<file path="src/rtl/mips_debug_ctrl.sv">
// Host-side debug controller for a MIPS core: loads instruction memory from a
// byte stream, runs or single-steps the CPU, and dumps a snapshot frame back.
module mips_debug_ctrl #(
  parameter int DATA_W  = 32,
  parameter int ADDR_W  = 32,
  parameter int N_REGS  = 8,
  parameter int N_LATCH = 4
) (
  input  logic                        clk,
  input  logic                        reset,
  input  logic                        rx_valid,
  input  logic [7:0]                  rx_data,
  output logic                        rx_ready,
  output logic                        tx_valid,
  output logic [7:0]                  tx_data,
  input  logic                        tx_ready,
  output logic                        cpu_en,
  output logic                        wea_ram_inst,
  output logic [ADDR_W-1:0]           in_addr_mem_inst,
  output logic [DATA_W-1:0]           in_ins_to_mem,
  input  logic [DATA_W-1:0]           pc_in,
  input  logic [DATA_W-1:0]           mem_in,
  input  logic                        halt_flag,
  input  logic [N_REGS*DATA_W-1:0]    regs_in,
  input  logic [N_LATCH*DATA_W-1:0]   latches_in,
  output logic                        busy
);

  localparam int WORD_BYTES  = DATA_W / 8;
  localparam int N_WORDS     = N_REGS + N_LATCH + 2;
  localparam int FRAME_W     = N_WORDS * DATA_W;
  localparam int FRAME_BYTES = N_WORDS * WORD_BYTES;
  localparam int IDX_W       = (WORD_BYTES > 1) ? $clog2(WORD_BYTES) : 1;
  localparam int BCNT_W      = $clog2(FRAME_BYTES);

  localparam logic [7:0] CMD_LOAD = 8'h4C;
  localparam logic [7:0] CMD_RUN  = 8'h43;
  localparam logic [7:0] CMD_STEP = 8'h53;
  localparam logic [7:0] CMD_DUMP = 8'h44;

  typedef enum logic [2:0] {
    IDLE,
    LOAD_CNT,
    LOAD_WORD,
    WRITE,
    RUN,
    STEP,
    DUMP
  } state_t;

  state_t              state;
  state_t              next_state;
  logic [7:0]          word_cnt;
  logic [IDX_W-1:0]    byte_idx;
  logic [FRAME_W-1:0]  frame;
  logic [FRAME_W-1:0]  snap;
  logic [BCNT_W-1:0]   byte_cnt;
  logic                dump_entry;
  logic                last_byte_in_word;

  assign last_byte_in_word = (byte_idx == IDX_W'(WORD_BYTES - 1));
  assign dump_entry        = (next_state == DUMP) && (state != DUMP);
  assign tx_data           = frame[FRAME_W-1 -: 8];

  // Frame layout from the MSB end: pc, reg0.., latch0.., mem.
  always_comb begin
    snap = '0;
    snap[FRAME_W-1 -: DATA_W] = pc_in;
    for (int i = 0; i < N_REGS; i++)
      snap[(N_WORDS-2-i)*DATA_W +: DATA_W] = regs_in[i*DATA_W +: DATA_W];
    for (int j = 0; j < N_LATCH; j++)
      snap[(N_WORDS-2-N_REGS-j)*DATA_W +: DATA_W] = latches_in[j*DATA_W +: DATA_W];
    snap[DATA_W-1:0] = mem_in;
  end

  always_ff @(posedge clk) begin
    if (reset) state <= IDLE;
    else       state <= next_state;
  end

  always_comb begin
    next_state   = state;
    rx_ready     = 1'b0;
    cpu_en       = 1'b0;
    wea_ram_inst = 1'b0;
    tx_valid     = 1'b0;
    busy         = 1'b1;
    case (state)
      IDLE: begin
        busy     = 1'b0;
        rx_ready = 1'b1;
        if (rx_valid) begin
          case (rx_data)
            CMD_LOAD: next_state = LOAD_CNT;
            CMD_RUN:  next_state = RUN;
            CMD_STEP: next_state = STEP;
            CMD_DUMP: next_state = DUMP;
            default:  next_state = IDLE;
          endcase
        end
      end
      LOAD_CNT: begin
        rx_ready = 1'b1;
        if (rx_valid) next_state = (rx_data == 8'd0) ? IDLE : LOAD_WORD;
      end
      LOAD_WORD: begin
        rx_ready = 1'b1;
        if (rx_valid && last_byte_in_word) next_state = WRITE;
      end
      WRITE: begin
        wea_ram_inst = 1'b1;
        next_state   = (word_cnt == 8'd1) ? IDLE : LOAD_WORD;
      end
      // The halt cycle itself never enables the CPU, so an already-halted core
      // sees zero enable cycles.
      RUN: begin
        if (halt_flag) next_state = DUMP;
        else           cpu_en     = 1'b1;
      end
      STEP: begin
        cpu_en     = 1'b1;
        next_state = DUMP;
      end
      DUMP: begin
        tx_valid = 1'b1;
        if (tx_ready && byte_cnt == BCNT_W'(FRAME_BYTES - 1)) next_state = IDLE;
      end
      default: next_state = IDLE;
    endcase
  end

  always_ff @(posedge clk) begin
    if (reset) begin
      in_addr_mem_inst <= '0;
      in_ins_to_mem    <= '0;
      word_cnt         <= '0;
      byte_idx         <= '0;
      frame            <= '0;
      byte_cnt         <= '0;
    end else begin
      if (state == IDLE && rx_valid && rx_data == CMD_LOAD)
        in_addr_mem_inst <= '0;
      if (state == LOAD_CNT && rx_valid) begin
        word_cnt <= rx_data;
        byte_idx <= '0;
      end
      if (state == LOAD_WORD && rx_valid) begin
        in_ins_to_mem <= (in_ins_to_mem << 8) | DATA_W'(rx_data);
        byte_idx      <= last_byte_in_word ? '0 : byte_idx + 1'b1;
      end
      if (state == WRITE) begin
        in_addr_mem_inst <= in_addr_mem_inst + 1'b1;
        word_cnt         <= word_cnt - 8'd1;
      end
      // The frame register only moves on a transfer, which keeps tx_data stable under backpressure.
      if (dump_entry) begin
        frame    <= snap;
        byte_cnt <= '0;
      end else if (state == DUMP && tx_ready) begin
        frame    <= frame << 8;
        byte_cnt <= byte_cnt + 1'b1;
      end
    end
  end

endmodule

</file>
<file path="config.mk">
export PLATFORM = sky130hd
export DESIGN_NAME = mips_debug_ctrl
export DESIGN_NICKNAME = d
export VERILOG_FILES = /design/src/rtl/mips_debug_ctrl.sv
export SDC_FILE = /design/constraint.sdc
export NUM_CORES = 1
export LEC_CHECK = 0
export ABC_CLOCK_PERIOD_IN_PS = 6240
export BUFFER_PORTS_ARGS = -buffer_cell sky130_fd_sc_hd__buf_2
export CORE_MARGIN = 10
export CORE_UTILIZATION = 25
export DETAILED_ROUTE_END_ITERATION = 7
export SLEW_MARGIN = 20
export SYNTH_ARGS = -nofsm -noshare
export SYNTH_HDL_FRONTEND = slang
export SYNTH_SLANG_ARGS = --single-unit
</file>
<file path="constraint.sdc">
create_clock -name clk -period 6.24 [get_ports clk]
set_input_delay 0.624 -clock clk [delete_from_list [all_inputs] [get_ports clk]]
set_output_delay 0.624 -clock clk [all_outputs]
set_load 0.02 [all_outputs]
</file>
Yosys cells after proc, flatten, opt, wreduce, memory -nomap -nowiden
Index checks and enable logic that the tools add are counted.
{"block": "word_totals", "register_bits": 531, "inputBits": 461, "out_inout_bits": 77, "elab_cells": 67}
{"block": "classes", "addsub": 4, "eq_ne": 15, "n_mux": 24, "bitwise": 1, "n_reduce_logical": 16}
{"op": "$mux 448", "count": 2}
{"op": "$mux 32", "count": 2}
{"op": "$add 32x1->32 const B", "count": 1}
{"op": "$eq 8x7->1 const B", "count": 4}
{"op": "$or 32x8->32", "count": 1}
{"op": "$pmux 3 s7", "count": 1}
{"op": "$mux 8", "count": 2}
{"op": "$mux 3", "count": 5}
{"op": "$eq 3x3->1 const B", "count": 4}
{"op": "$pmux 3 s4", "count": 1}
{"op": "$mux 2", "count": 5}
{"op": "$eq 8x1->1 const B", "count": 1}
{"op": "$logic_and 1x1->1", "count": 8}
{"op": "$logic_not 8->1", "count": 1}
{"op": "$reduce_bool 2->1", "count": 4}
{"op": "$sub 8x1->8 const B", "count": 1}
{"op": "$add 6x1->6 const B", "count": 1}
{"op": "$eq 3x2->1 const B", "count": 2}
{"op": "$eq 6x6->1 const B", "count": 1}
{"op": "$mux 1", "count": 5}
{"op": "$eq 3x1->1 const B", "count": 1}
{"op": "$logic_not 3->1", "count": 1}
{"op": "$ne 3x3->1 const B", "count": 1}
{"op": "$reduce_or 3->1", "count": 1}
{"op": "4 further kinds", "count": 4}

Logic depth before layout (Yosys ltp)
{"block": "depth", "ltp_word": 7, "ltp_mapped": 10}

Worst setup path after synthesis
No wires, ideal clock.
{"block": "synth_path", "kind": "in2reg", "from": "in rx_data[0]", "to": "reg frame[384]", "setup_time_ns": 0.072, "t_arrival_ns": 2.857, "slack_ns": 3.311, "cell_stages": 10, "path_cell_list": "or4b_1 > nor4_1 > buf_2 > a21oi_1 > clkbuf_1 > a21oi_1 > buf_2 > buf_4 > buf_4 > mux2i_1"}
{"block": "synth_via", "elab_chain_len": 7, "elab_cells_between_ends": 14}
{"item": "from (decl)", "line_no": "12", "text": "input logic [7:0] rx_data,"}
{"item": "$eq 8x7->1 / $logic_not 8->1 (equally long branches)", "line_no": "93, 104"}
{"item": "$pmux 3 s4 / $mux 2 (equally long branches)", "line_no": "93, 104"}
{"item": "$mux 3, on equally long branches", "line_no": "92, 104"}
{"item": "$pmux 3 s7 (*)", "line_no": "88", "text": "case (state)"}
{"item": "$eq 3x3->1 (*)", "line_no": "62", "text": "assign dump_entry = (next_state == DUMP) && (state != DUMP);"}
{"item": "$logic_and 1x1->1 (*)", "line_no": "62"}
{"item": "$mux 448 / $reduce_bool 2->1 (equally long branches)"}
{"item": "to (signal assigned)", "line_no": "157", "text": "frame <= snap;"}
{"item": "to (signal assigned)", "line_no": "160", "text": "frame <= frame << 8;"}
{"item": "to (decl)", "line_no": "55", "text": "logic [FRAME_W-1:0] frame;"}
Mark *: on every way between the ends. The rest lies on a longest branch, timed or not.
A chain may end at the register's enable or synchronous reset.

Worst setup path after layout
{"block": "layout_path", "from": "reg state[2]", "to": "reg frame[440]"}
{"block": "layout_via", "elab_chain_len": 5, "elab_cells_between_ends": 19}
{"item": "from (decl)", "line_no": "51", "text": "state_t state;"}
{"item": "from (signal assigned)", "line_no": "78", "text": "else state <= next_state;"}
{"item": "$eq 3x3->1, or another cell as far along", "line_no": "88, 159"}
{"item": "$pmux 3 s7", "line_no": "88"}
{"item": "$eq 3x3->1", "line_no": "62"}
{"item": "$logic_and 1x1->1", "line_no": "62"}
{"item": "$mux 448 / $reduce_bool 2->1 (equally long branches)"}
Several ways; a longest one is shown, not always the timed one.

==> results.py <==
metrics = {
    "synth": {
        "synth_ff_type": "dfxtp_1",
        "avgSynthCellArea_um2": 7.44,
        "netlist.area_leader.share_pct": 35.5,
        "yosysUniqueCellTypes": 56,
        "synth.yosys.warnings": 0,
        "synthMostInstantiatedCell": "nand2_1",
        "ys_seq_elements": 531,
        "synth_common_cells": "nand2_1 (1,281), dfxtp_1 (531), a21oi_1 (401)",
        "synth-seq-area-share_pct": 35.5,
        "syn-cell-area_mm2": 0.0299,
        "synth_area_leaders": "dfxtp_1 (36%), nand2_1 (16%), o2bb2ai_1 (9.9%), o31ai_1 (8.5%), a211oi_1 (8.4%)",
        "synthCells": 4025,
        "postSynth.asyncResetShare_pct": 0,
        "synth_nets": 4491,
        "synth_edf_count": 0,
        "yosys.area.top_type": "dfxtp_1",
    },
    "global_routing": {
        "grt_pass1_vias": 29400,
        "antenna_found_initial": 44,
        "grt_overflow": 0,
        "met1_usage_pct": 22.9,
        "grt_first_pass_wirelength_mm": 183,
        "met3_usage_pct": 4.11,
        "grt_usage_pct": 16.8,
        "use_met2_pct": 25.3,
        "grt_max_degree": 191,
        "busiest_layer": "met2",
    },
    "detailed_routing": {
        "drc": 0,
        "drt.antenna.violating_nets": 0,
        "wl_per_cell_um": 20.6,
        "drt_pass1_iterations": 6,
        "wl_mm": 122,
        "vias_per_cell": 5.32,
        "num_vias": 31300,
        "drt_iter0_drc": 3313,
    },
    "hold_path": {
        "min_path_type": "input pin to register",
    },
    "power_and_ir_drop": {
        "seq_power_share_pct": 40.5,
        "ir_drop_uv": 170,
        "netSwitchingFraction_pct": 26.9,
        "p_clk_share_pct": 48.5,
        "powerDensity_mw_per_mm2": 247,
        "combPwrFrac_pct": 11.0,
        "intPower_uw": 6470,
        "p_leak_uw": 0.0119,
        "power_switching_uw": 2380,
    },
    "clocking": {
        "cts_buffer_depth": 3,
        "post_cts_resized": 0,
        "cts_root_buf": "clkbuf_16",
        "worst_skew_pair.late_latency_ns": 0.64,
        "clkTransAtPathRegs_ns": 0.07,
        "cts_setup_buffers": 0,
        "htreeDepth": 3,
        "cts_sinks": 531,
        "cts_hold_buf": 0,
        "cts_buffers": 71,
        "cts_tree": "done",
    },
    "timing": {
        "fin_ws_ns": 2.17,
        "fin_crit_sh_pct": 65.2,
        "setup_viol": 0,
        "finalHoldViolCount": 0,
        "fin_setup_tns_ns": 0,
        "fin_crit_ns": 4.07,
        "worst_clock_skew_ns": 0.0468,
        "worstMarginPinSlew_ns": 1.27,
        "slew_violations": 0,
        "timing.fmax_mhz": 246,
        "rsz0062_at_grt": "false",
        "fin_hold_ws_ns": 0.185,
        "relSlewSlack_pct": 15.6,
    },
    "critical_path": {
        "crit_path_end_kind": "register",
        "arrival_ns": 4.55,
        "crit_path_start_kind": "register",
        "crit_fanout": 94,
        "required_ns": 6.72,
        "crit_type": "register to register",
    },
    "die": {
        "io_pins": 538,
        "dieArea_mm2": 0.134,
        "die_h_um": 366,
        "core_mm2": 0.118,
        "initial_core_util_pct": 25.3,
        "die_x_um": 366,
        "row_count": 126,
    },
    "placement": {
        "gp_congestion": 0.848,
        "portBuffers": 537,
        "placement.setup.worst_slack_ns": 1.64,
        "hpwl_mm": 74.6,
    },
    "run_status": {
        "outcome": "complete, no violations",
    },
    "layout": {
        "drive_gt1_share_pct": 17.0,
        "syn_to_final_growth_pct": 19.7,
        "fin_nets": 4684,
    },
    "run": {
        "cap_violations": 0,
    },
}
==> critical path, stage by stage (launching register included) <==
cell	delay (ns)
dfxtp_1	0.63
nor2b_4	0.24
buf_4	0.57
buf_4	0.83
buf_4	0.93
o31ai_1	0.20
a41oi_1	0.21
o2bb2ai_1	0.09
==> cells by family (layout without fill, tap and decap cells) <==
kind of cell	after synthesis	count (layout)	synth area share, %
AOI/OAI and AO/OA	1463	1463	34.8
and+or+nand+nor	1427	1427	18.9
DFF	531	531	35.5
buffers and inverters	479	724	6.57
muxes	113	113	3.79
xor gates and xnor gates	7	7	0.205
adders and majority gates	5	5	0.209
other	0	21	0
==> through the flow <==
step,std cells,total power [uW],util (%),cell area [um2]
2_1_floorplan,4025,4250,-,29900
3_3_place_gp,5744,4610,28.2,33300
3_5_place_dp,5745,4630,28.2,33300
4_1_cts,5870,8960,30.2,35800
5_1_grt,5889,9220,30.2,35800
6_report,5891,8850,30.3,35800
==> flip-flops by register name, indices dropped and copies added, names as in the netlist <==
name / flops
state: 3
frame: 448
byte_idx: 2
word_cnt: 8
in_addr_mem_inst: 32
in_ins_to_mem: 32
byte_cnt: 6
==> layer usage <==
| layer | vias up | wire length, um |
|---|---|---|
| li1 | 15000 | - |
| met1 | 15100 | 54800 |
| met2 | 1043 | 54900 |
| met3 | 198 | 8430 |
| met4 | 32 | 3150 |
| met5 | - | 194 |
==> layout make-up <==
cell class,count,area (um2)
well taps,1600,2000
multi-input cells,3015,17400
fillers,12700,82600
diodes,21,52.6
clock buffers,99,2050
flip-flops and latches,531,10600
repair buffers,588,3260
clock inverters,26,360
inverters,11,53.8
==> layout by cell type (no fill, tap or decap), drive strengths merged, types with 4 or more instances in the layout <==
| cell | count |
|---|---|
| a41oi | 9 |
| a31oi | 5 |
| and3 | 9 |
| nand2 | 1281 |
| inv | 14 |
| clkinv | 15 |
| nor2 | 25 |
| o21ai | 9 |
| o21a | 5 |
| a211oi | 334 |
| mux2i | 111 |
| buf | 588 |
| diode | 21 |
| ha | 5 |
| o211ai | 12 |
| a21oi | 401 |
| or2 | 8 |
| clkbuf | 99 |
| xnor2 | 4 |
| nor4 | 6 |
| nand4 | 10 |
| nand3b | 5 |
| and2 | 4 |
| dfxtp | 531 |
| or3 | 15 |
| bufinv | 7 |
| o31ai | 338 |
| o2bb2ai | 338 |
| nand3 | 32 |
| nor3 | 13 |
==> power by group through the flow <==
stage               combinational, uW  sequential [uW]  clock [uW]
detailed placement                968             3660           0
floorplan                         616             3640           0
global placement                  955             3660           0
finish                            973             3580        4290
CTS                               970             3580        4400
global route                     1070             3600        4550
==> worst paths after layout <==
check,endpoint,cells after the start,from,slack [ns]
setup / recovery,frame[440],7,state[2],2.17
setup reg to reg,frame[440],7,state[2],2.17
hold / removal,frame[33],2,latches_in[97],0.18
hold reg to reg,in_ins_to_mem[26],2,in_ins_to_mem[26],0.45
(Power assumes the default switching activity.)
